===== src/rtl/fp_pkg.sv =====
// Shared float-normalizer types and constants: FSM encoding, field widths, special words.
package fp_pkg;

  localparam int EXP_W  = 8;
  localparam int MANT_W = 25;
  localparam int WORD_W = 32;

  localparam logic [EXP_W-1:0]  EXP_MAX  = 8'hFF;
  localparam logic [WORD_W-1:0] POS_ZERO = 32'h0;

  typedef enum logic [1:0] {
    ST_IDLE = 2'd0,
    ST_NORM = 2'd1,
    ST_DONE = 2'd2
  } state_t;

endpackage


===== src/rtl/fnorm_seq_if.sv =====
// Handshake bundle between the float adder, the normalizer and its consumer.
interface fnorm_seq_if;
  import fp_pkg::*;

  logic                in_valid;
  logic                in_ready;
  logic                in_sign;
  logic [EXP_W-1:0]    in_exp;
  logic [MANT_W-1:0]   in_mant;
  logic                out_valid;
  logic                out_ready;
  logic [WORD_W-1:0]   out;

  // master: adder side driving operands and consuming the result
  modport master (
    output in_valid, in_sign, in_exp, in_mant, out_ready,
    input  in_ready, out_valid, out
  );

  modport slave (
    input  in_valid, in_sign, in_exp, in_mant, out_ready,
    output in_ready, out_valid, out
  );

endinterface


===== src/rtl/lzc24.sv =====
// Combinational leading-zero counter over 24 bits; count is 24 for an all-zero input.
// Latency: none (pure combinational). Backpressure: not applicable.
module lzc24 (
  input  logic [23:0] din,
  output logic [4:0]  cnt
);

  // ascending scan: the highest set bit is the last to write cnt
  always_comb begin
    cnt = 5'd24;
    for (int i = 0; i < 24; i++) begin
      if (din[i]) cnt = 5'(23 - i);
    end
  end

endmodule


===== src/rtl/fnorm_seq.sv =====
// Post-adder float normalizer: shifts a raw 25-bit sum into a packed IEEE-754 word (FNORM_LZC_EN: single-cycle shift).
// Latency: out_valid high n+2 edges after acceptance (n = left shifts); always 2 with FNORM_LZC_EN.
// Backpressure: one op in flight; in_ready only in IDLE; result held in DONE until out_ready.
module fnorm_seq
  import fp_pkg::*;
(
  input  logic        clk,
  input  logic        rst_n,
  fnorm_seq_if.slave  bus
);

  state_t              state_q, state_d;
  logic                sign_q, sign_d;
  logic [EXP_W:0]      exp_q, exp_d;
  logic [MANT_W-1:0]   mant_q, mant_d;
  logic [WORD_W-1:0]   out_q, out_d;

  logic [EXP_W:0]      exp_inc;
  logic [EXP_W:0]      exp_w;
  logic [MANT_W-1:0]   mant_w;

  // nine-bit exponent so the carry into 255 is seen before truncation
  assign exp_inc = exp_q + 9'd1;

`ifdef FNORM_LZC_EN
  logic [4:0]          lz;
  logic [EXP_W:0]      lz_ext;
  logic [EXP_W:0]      exp_m1;
  logic [EXP_W:0]      shamt;

  lzc24 u_lzc (
    .din (mant_q[23:0]),
    .cnt (lz)
  );

  assign lz_ext = {4'd0, lz};
  assign exp_m1 = exp_q - 9'd1;
  assign shamt  = (exp_q <= 9'd1) ? '0 : ((lz_ext < exp_m1) ? lz_ext : exp_m1);
  assign mant_w = mant_q << shamt;
  assign exp_w  = exp_q - shamt;
`else
  assign mant_w = mant_q;
  assign exp_w  = exp_q;
`endif

  always_ff @(posedge clk or negedge rst_n) begin
    if (!rst_n) begin
      state_q <= ST_IDLE;
      sign_q  <= 1'b0;
      exp_q   <= '0;
      mant_q  <= '0;
      out_q   <= POS_ZERO;
    end else begin
      state_q <= state_d;
      sign_q  <= sign_d;
      exp_q   <= exp_d;
      mant_q  <= mant_d;
      out_q   <= out_d;
    end
  end

  always_comb begin
    state_d = state_q;
    sign_d  = sign_q;
    exp_d   = exp_q;
    mant_d  = mant_q;
    out_d   = out_q;

    case (state_q)
      ST_IDLE: begin
        if (bus.in_valid) begin
          sign_d  = bus.in_sign;
          exp_d   = {1'b0, bus.in_exp};
          mant_d  = bus.in_mant;
          state_d = ST_NORM;
        end
      end

      ST_NORM: begin
        state_d = ST_DONE;
        if (exp_q == {1'b0, EXP_MAX}) begin
          out_d = {sign_q, exp_q[EXP_W-1:0], mant_q[22:0]};
        end else if (mant_q == '0) begin
          out_d = POS_ZERO;
        end else if (mant_q[24]) begin
          if (exp_inc == {1'b0, EXP_MAX})
            out_d = {sign_q, EXP_MAX, 23'd0};
          else
            out_d = {sign_q, exp_inc[EXP_W-1:0], mant_q[23:1]};
        end else if (mant_w[23]) begin
          // a denormal sum that reached the hidden bit becomes the smallest normal
          out_d = {sign_q, (exp_w == 9'd0) ? 8'd1 : exp_w[EXP_W-1:0], mant_w[22:0]};
        end else if (exp_w <= 9'd1) begin
          out_d = {sign_q, 8'd0, mant_w[22:0]};
        end else begin
          mant_d  = mant_w << 1;
          exp_d   = exp_w - 9'd1;
          state_d = ST_NORM;
        end
      end

      ST_DONE: begin
        if (bus.out_ready) state_d = ST_IDLE;
      end

      default: state_d = ST_IDLE;
    endcase
  end

  assign bus.in_ready  = (state_q == ST_IDLE);
  assign bus.out_valid = (state_q == ST_DONE);
  assign bus.out       = out_q;

  a_out_hold: assert property (@(posedge clk) disable iff (!rst_n)
    (bus.out_valid && !bus.out_ready) |=> $stable(bus.out));

endmodule


===== src/flat_wrapper.sv =====
// flat-port wrapper written by rule: the top's interface ports become plain ports
module fnorm_seq_flat import fp_pkg::*;
  (clk, rst_n, bus_in_valid, bus_in_sign, bus_in_exp, bus_in_mant, bus_out_ready, bus_in_ready, bus_out_valid, bus_out);
  fnorm_seq_if bus_i ();
  input  logic clk;
  input  logic rst_n;
  input wire logic [$bits(bus_i.in_valid)-1:0] bus_in_valid;
  input wire logic [$bits(bus_i.in_sign)-1:0] bus_in_sign;
  input wire logic [$bits(bus_i.in_exp)-1:0] bus_in_exp;
  input wire logic [$bits(bus_i.in_mant)-1:0] bus_in_mant;
  input wire logic [$bits(bus_i.out_ready)-1:0] bus_out_ready;
  output wire logic [$bits(bus_i.in_ready)-1:0] bus_in_ready;
  output wire logic [$bits(bus_i.out_valid)-1:0] bus_out_valid;
  output wire logic [$bits(bus_i.out)-1:0] bus_out;
  assign bus_i.in_valid = bus_in_valid;
  assign bus_i.in_sign = bus_in_sign;
  assign bus_i.in_exp = bus_in_exp;
  assign bus_i.in_mant = bus_in_mant;
  assign bus_i.out_ready = bus_out_ready;
  assign bus_in_ready = bus_i.in_ready;
  assign bus_out_valid = bus_i.out_valid;
  assign bus_out = bus_i.out;
  fnorm_seq u_core (.clk(clk), .rst_n(rst_n), .bus(bus_i));
endmodule

===== config.mk =====
export PLATFORM = sky130hd
export DESIGN_NAME = fnorm_seq_flat
export DESIGN_NICKNAME = d
export VERILOG_FILES = /design/src/rtl/fp_pkg.sv /design/src/rtl/fnorm_seq_if.sv /design/src/rtl/lzc24.sv /design/src/rtl/fnorm_seq.sv /design/src/flat_wrapper.sv
export SDC_FILE = /design/constraint.sdc
export NUM_CORES = 1
export LEC_CHECK = 0
export ABC_AREA = 1
export CAP_MARGIN = 40
export CORE_MARGIN = 10
export CORE_UTILIZATION = 60
export CTS_BUF_LIST = sky130_fd_sc_hd__clkbuf_4 sky130_fd_sc_hd__clkbuf_8
export DETAILED_ROUTE_END_ITERATION = 12
export GPL_ROUTABILITY_DRIVEN = 1
export PLACE_DENSITY = 0.95
export SLEW_MARGIN = 10
export SYNTH_ARGS = -nofsm -noshare
export SYNTH_HDL_FRONTEND = slang
export SYNTH_SLANG_ARGS = --single-unit

===== constraint.sdc =====
create_clock -name clk -period 5.11 [get_ports clk]
set_input_delay 0.511 -clock clk [delete_from_list [all_inputs] [get_ports clk]]
set_output_delay 0.511 -clock clk [all_outputs]
set_load 0.01 [all_outputs]

==> flow_summary.json <==
{
  "crit_path_end": "u_core.mant_q[16]",
  "worst-path-stages": 11,
  "syn_avg_cell_area_um2": 6.53,
  "hold_ws_ns": 0.0965,
  "fin_tns_setup_ns": 0,
  "netSwitchingPower_w": 0.00167,
  "num-nets-final": 798,
  "yosys_warnings": 0,
  "place_congestion": 0.953,
  "synthesis.nets": 748,
  "setup.worst_path.end_class": "flip-flop",
  "crit_arrival_ns": 3.67,
  "crit_fanout": 30,
  "synth.yosys.seq_area_share_pct": 37.6,
  "fin_crit_sh_pct": 66.2,
  "fin_util_pct": 73.6,
  "clk_path_buf_depth": 2,
  "cts.repair.resized": 0,
  "die_width_um": 108,
  "status": "finished, final reports clean",
  "slew_viol_final": 0,
  "ys.flop_type": "dfrtp_1",
  "postCtsSetupRepairBufs": 0,
  "hold_viol": 0,
  "hpwl_mm": 8.71,
  "tightest_slew_ns": 1.00,
  "io_pins": 72,
  "grt_pass1_vias": 4435,
  "overflow": 0,
  "grt_usage_pct": 22.2,
  "initialDrtViolationCount": 544,
  "root_buffer": "clkbuf_8",
  "remaining_drc_errors": 0,
  "async_flop_share_pct": 100,
  "r2r-start": "u_core.exp_q[0]",
  "fmax_mhz": 296,
  "vdd_drop_max_mv": 0.317,
  "syn-cell-area_mm2": 0.00460,
  "finalSetupViolations": 0,
  "slew_headroom_pct": 33.3,
  "cts_tree": "done",
  "crit_required_ns": 5.39,
  "numClockSinks": 69,
  "p_clk_share_pct": 12.0,
  "min_period_ns": 3.38,
  "numCtsBuffers": 9,
  "dieArea_mm2": 0.0116,
  "slowest_delay_ns": 0.67,
  "antenna_found_initial": 0,
  "worst-path-buf-inv": 2,
  "grt_pass1_wl_mm": 21.2,
  "die-height_um": 108,
  "power_density_mw_per_mm2": 631,
  "ant_nets": 0,
  "cts_hold_buffers": 0,
  "startpoint": "u_core.exp_q[0]",
  "skew_ns": 0.0119,
  "cap_violations": 0,
  "hp-class": "primary input to async pin",
  "p_int_w": 0.00175,
  "core-area_mm2": 0.00737,
  "crit_family": "simple AND/OR/NAND/NOR gates",
  "p_seq_share_pct": 31.2,
  "rows": 31,
  "antenna_cells": 0,
  "syn_to_final_growth_pct": 18.0,
  "clk_latency_ns": 0.35,
  "synth_seq_cells": 69,
  "io_buffers": 71,
  "leakage_nw": 2.89,
  "wl_mm": 12.6,
  "path_cells": "ha_1 > nand3_1 > nor2_1 > ha_1 > buf_4 > inv_1 > nand2_4 > nor2_1 > o21ai_4 > nand2_1 > nand2_1",
  "syn_inst": 704,
  "comb_power_share_pct": 56.9,
  "cts.clk_slew.worst_paths_ns": 0.08,
  "ctsHtreeMaxLevel": 3,
  "rsz0062_at_grt": "no",
  "swShare_pct": 48.9,
  "layout_commonest_cell": "nand2_1",
  "worst-setup-path-type": "flip-flop to flip-flop",
  "ff2ff_path_depth": 11,
  "grt_start_max_net_pins": 57,
  "critPathSlowestCell": "o21ai_4",
  "wire_per_inst_um": 14.8,
  "dr.pass1.iters": 6,
  "rrSetupSlack_ns": 1.73,
  "vias_per_cell": 5.39,
  "regToRegEndpoint": "u_core.mant_q[16]",
  "drive_above_1_share_pct": 7.52,
  "power.total_w": 0.00342,
  "cp-start-kind": "flip-flop",
  "yosysUniqueCellTypes": 33,
  "initial_utilization_pct": 62.4,
  "final_cell_mix": "290 x nand2_1, 83 x nor2_1, 70 x clkdlybuf4s50_1",
  "synth_edf_count": 0,
  "vias": 4622
}
[stage by stage]
step | instances | setup WS [ns] | instance area [µm²]
3_5_place_dp | 842 | 1.81 | 5250
6_report | 857 | 1.73 | 5420
3_3_place_gp | 841 | 1.98 | 5220
2_1_floorplan | 704 | 3.03 | 4600
5_1_grt | 857 | 1.47 | 5420
4_1_cts | 857 | 1.78 | 5420
[cell usage after synthesis (all sizes together) (2+ instances only)]
| master | count | area [µm²] |
|---|---|---|
| dfrtp | 69 | 1730 |
| nor3 | 4 | 20.0 |
| buf | 26 | 198 |
| ha | 6 | 75.1 |
| nand2 | 296 | 1140 |
| nand4 | 4 | 25.0 |
| o31ai | 2 | 15.0 |
| a21oi | 53 | 307 |
| o21ai | 43 | 238 |
| nor2 | 89 | 354 |
| clkbuf | 12 | 45.0 |
| or2 | 2 | 12.5 |
| inv | 70 | 263 |
| a31oi | 2 | 12.5 |
| o22ai | 3 | 18.8 |
| nand3 | 18 | 108 |
[cell families after synthesis]
logic type               share of synthesized area (%)
AO/OA/AOI/OAI                                     13.4
XOR/XNOR                                         0.191
adder cells (fa/ha/maj)                           1.63
buffers and inverters                             11.0
flip-flops                                        37.6
AND/OR/NAND/NOR                                   36.3
[power by group through the flow]
stage / Clock, W / Sequential (W) / Combinational (W)
after CTS: 0.000410 / 0.00106 / 0.00193
after detailed placement: 0 / 0.00107 / 0.00192
final: 0.000410 / 0.00107 / 0.00194
after global placement: 0 / 0.00105 / 0.00187
after global routing: 0.000443 / 0.00110 / 0.00219
after floorplan: 0 / 0.00103 / 0.00138
[layer usage]
metal  GRT usage (%)  share of wire, %  vias up
met5               0                 0        -
met3            5.57               9.8       33
met4            7.06               1.8        0
met1            29.3                42     2073
li1                -                 -     2276
met2            34.8                46      240
[worst min-delay path by stage]
stage / startpoint / endpoint / depth (start not counted)
6_report: rst_n / u_core.bus.out[1] / 2
5_1_grt: rst_n / u_core.bus.out[2] / 2
4_1_cts: rst_n / u_core.bus.out[1] / 2
3_5_place_dp: u_core.sign_q / u_core.sign_q / 2
3_3_place_gp: u_core.sign_q / u_core.sign_q / 2
2_1_floorplan: rst_n / u_core.bus.out[0] / 0
[state kept, by name, indices dropped and copies added (netlist names)]
register and count:
u_core.mant_q 25, u_core.state_q 2, u_core.bus.out 32, u_core.exp_q 9, u_core.sign_q 1
[cell type report]
| cell class | instances | area [µm²] |
|---|---|---|
| Clock buffer | 11 | 151 |
| Inverter | 70 | 263 |
| Sequential cell | 69 | 1730 |
| Tap cell | 99 | 124 |
| Fill cell | 597 | 1950 |
| Clock inverter | 4 | 23.8 |
| Timing Repair Buffer | 77 | 771 |
| Multi-Input combinational cell | 527 | 2360 |
(Power assumes the default switching activity.)
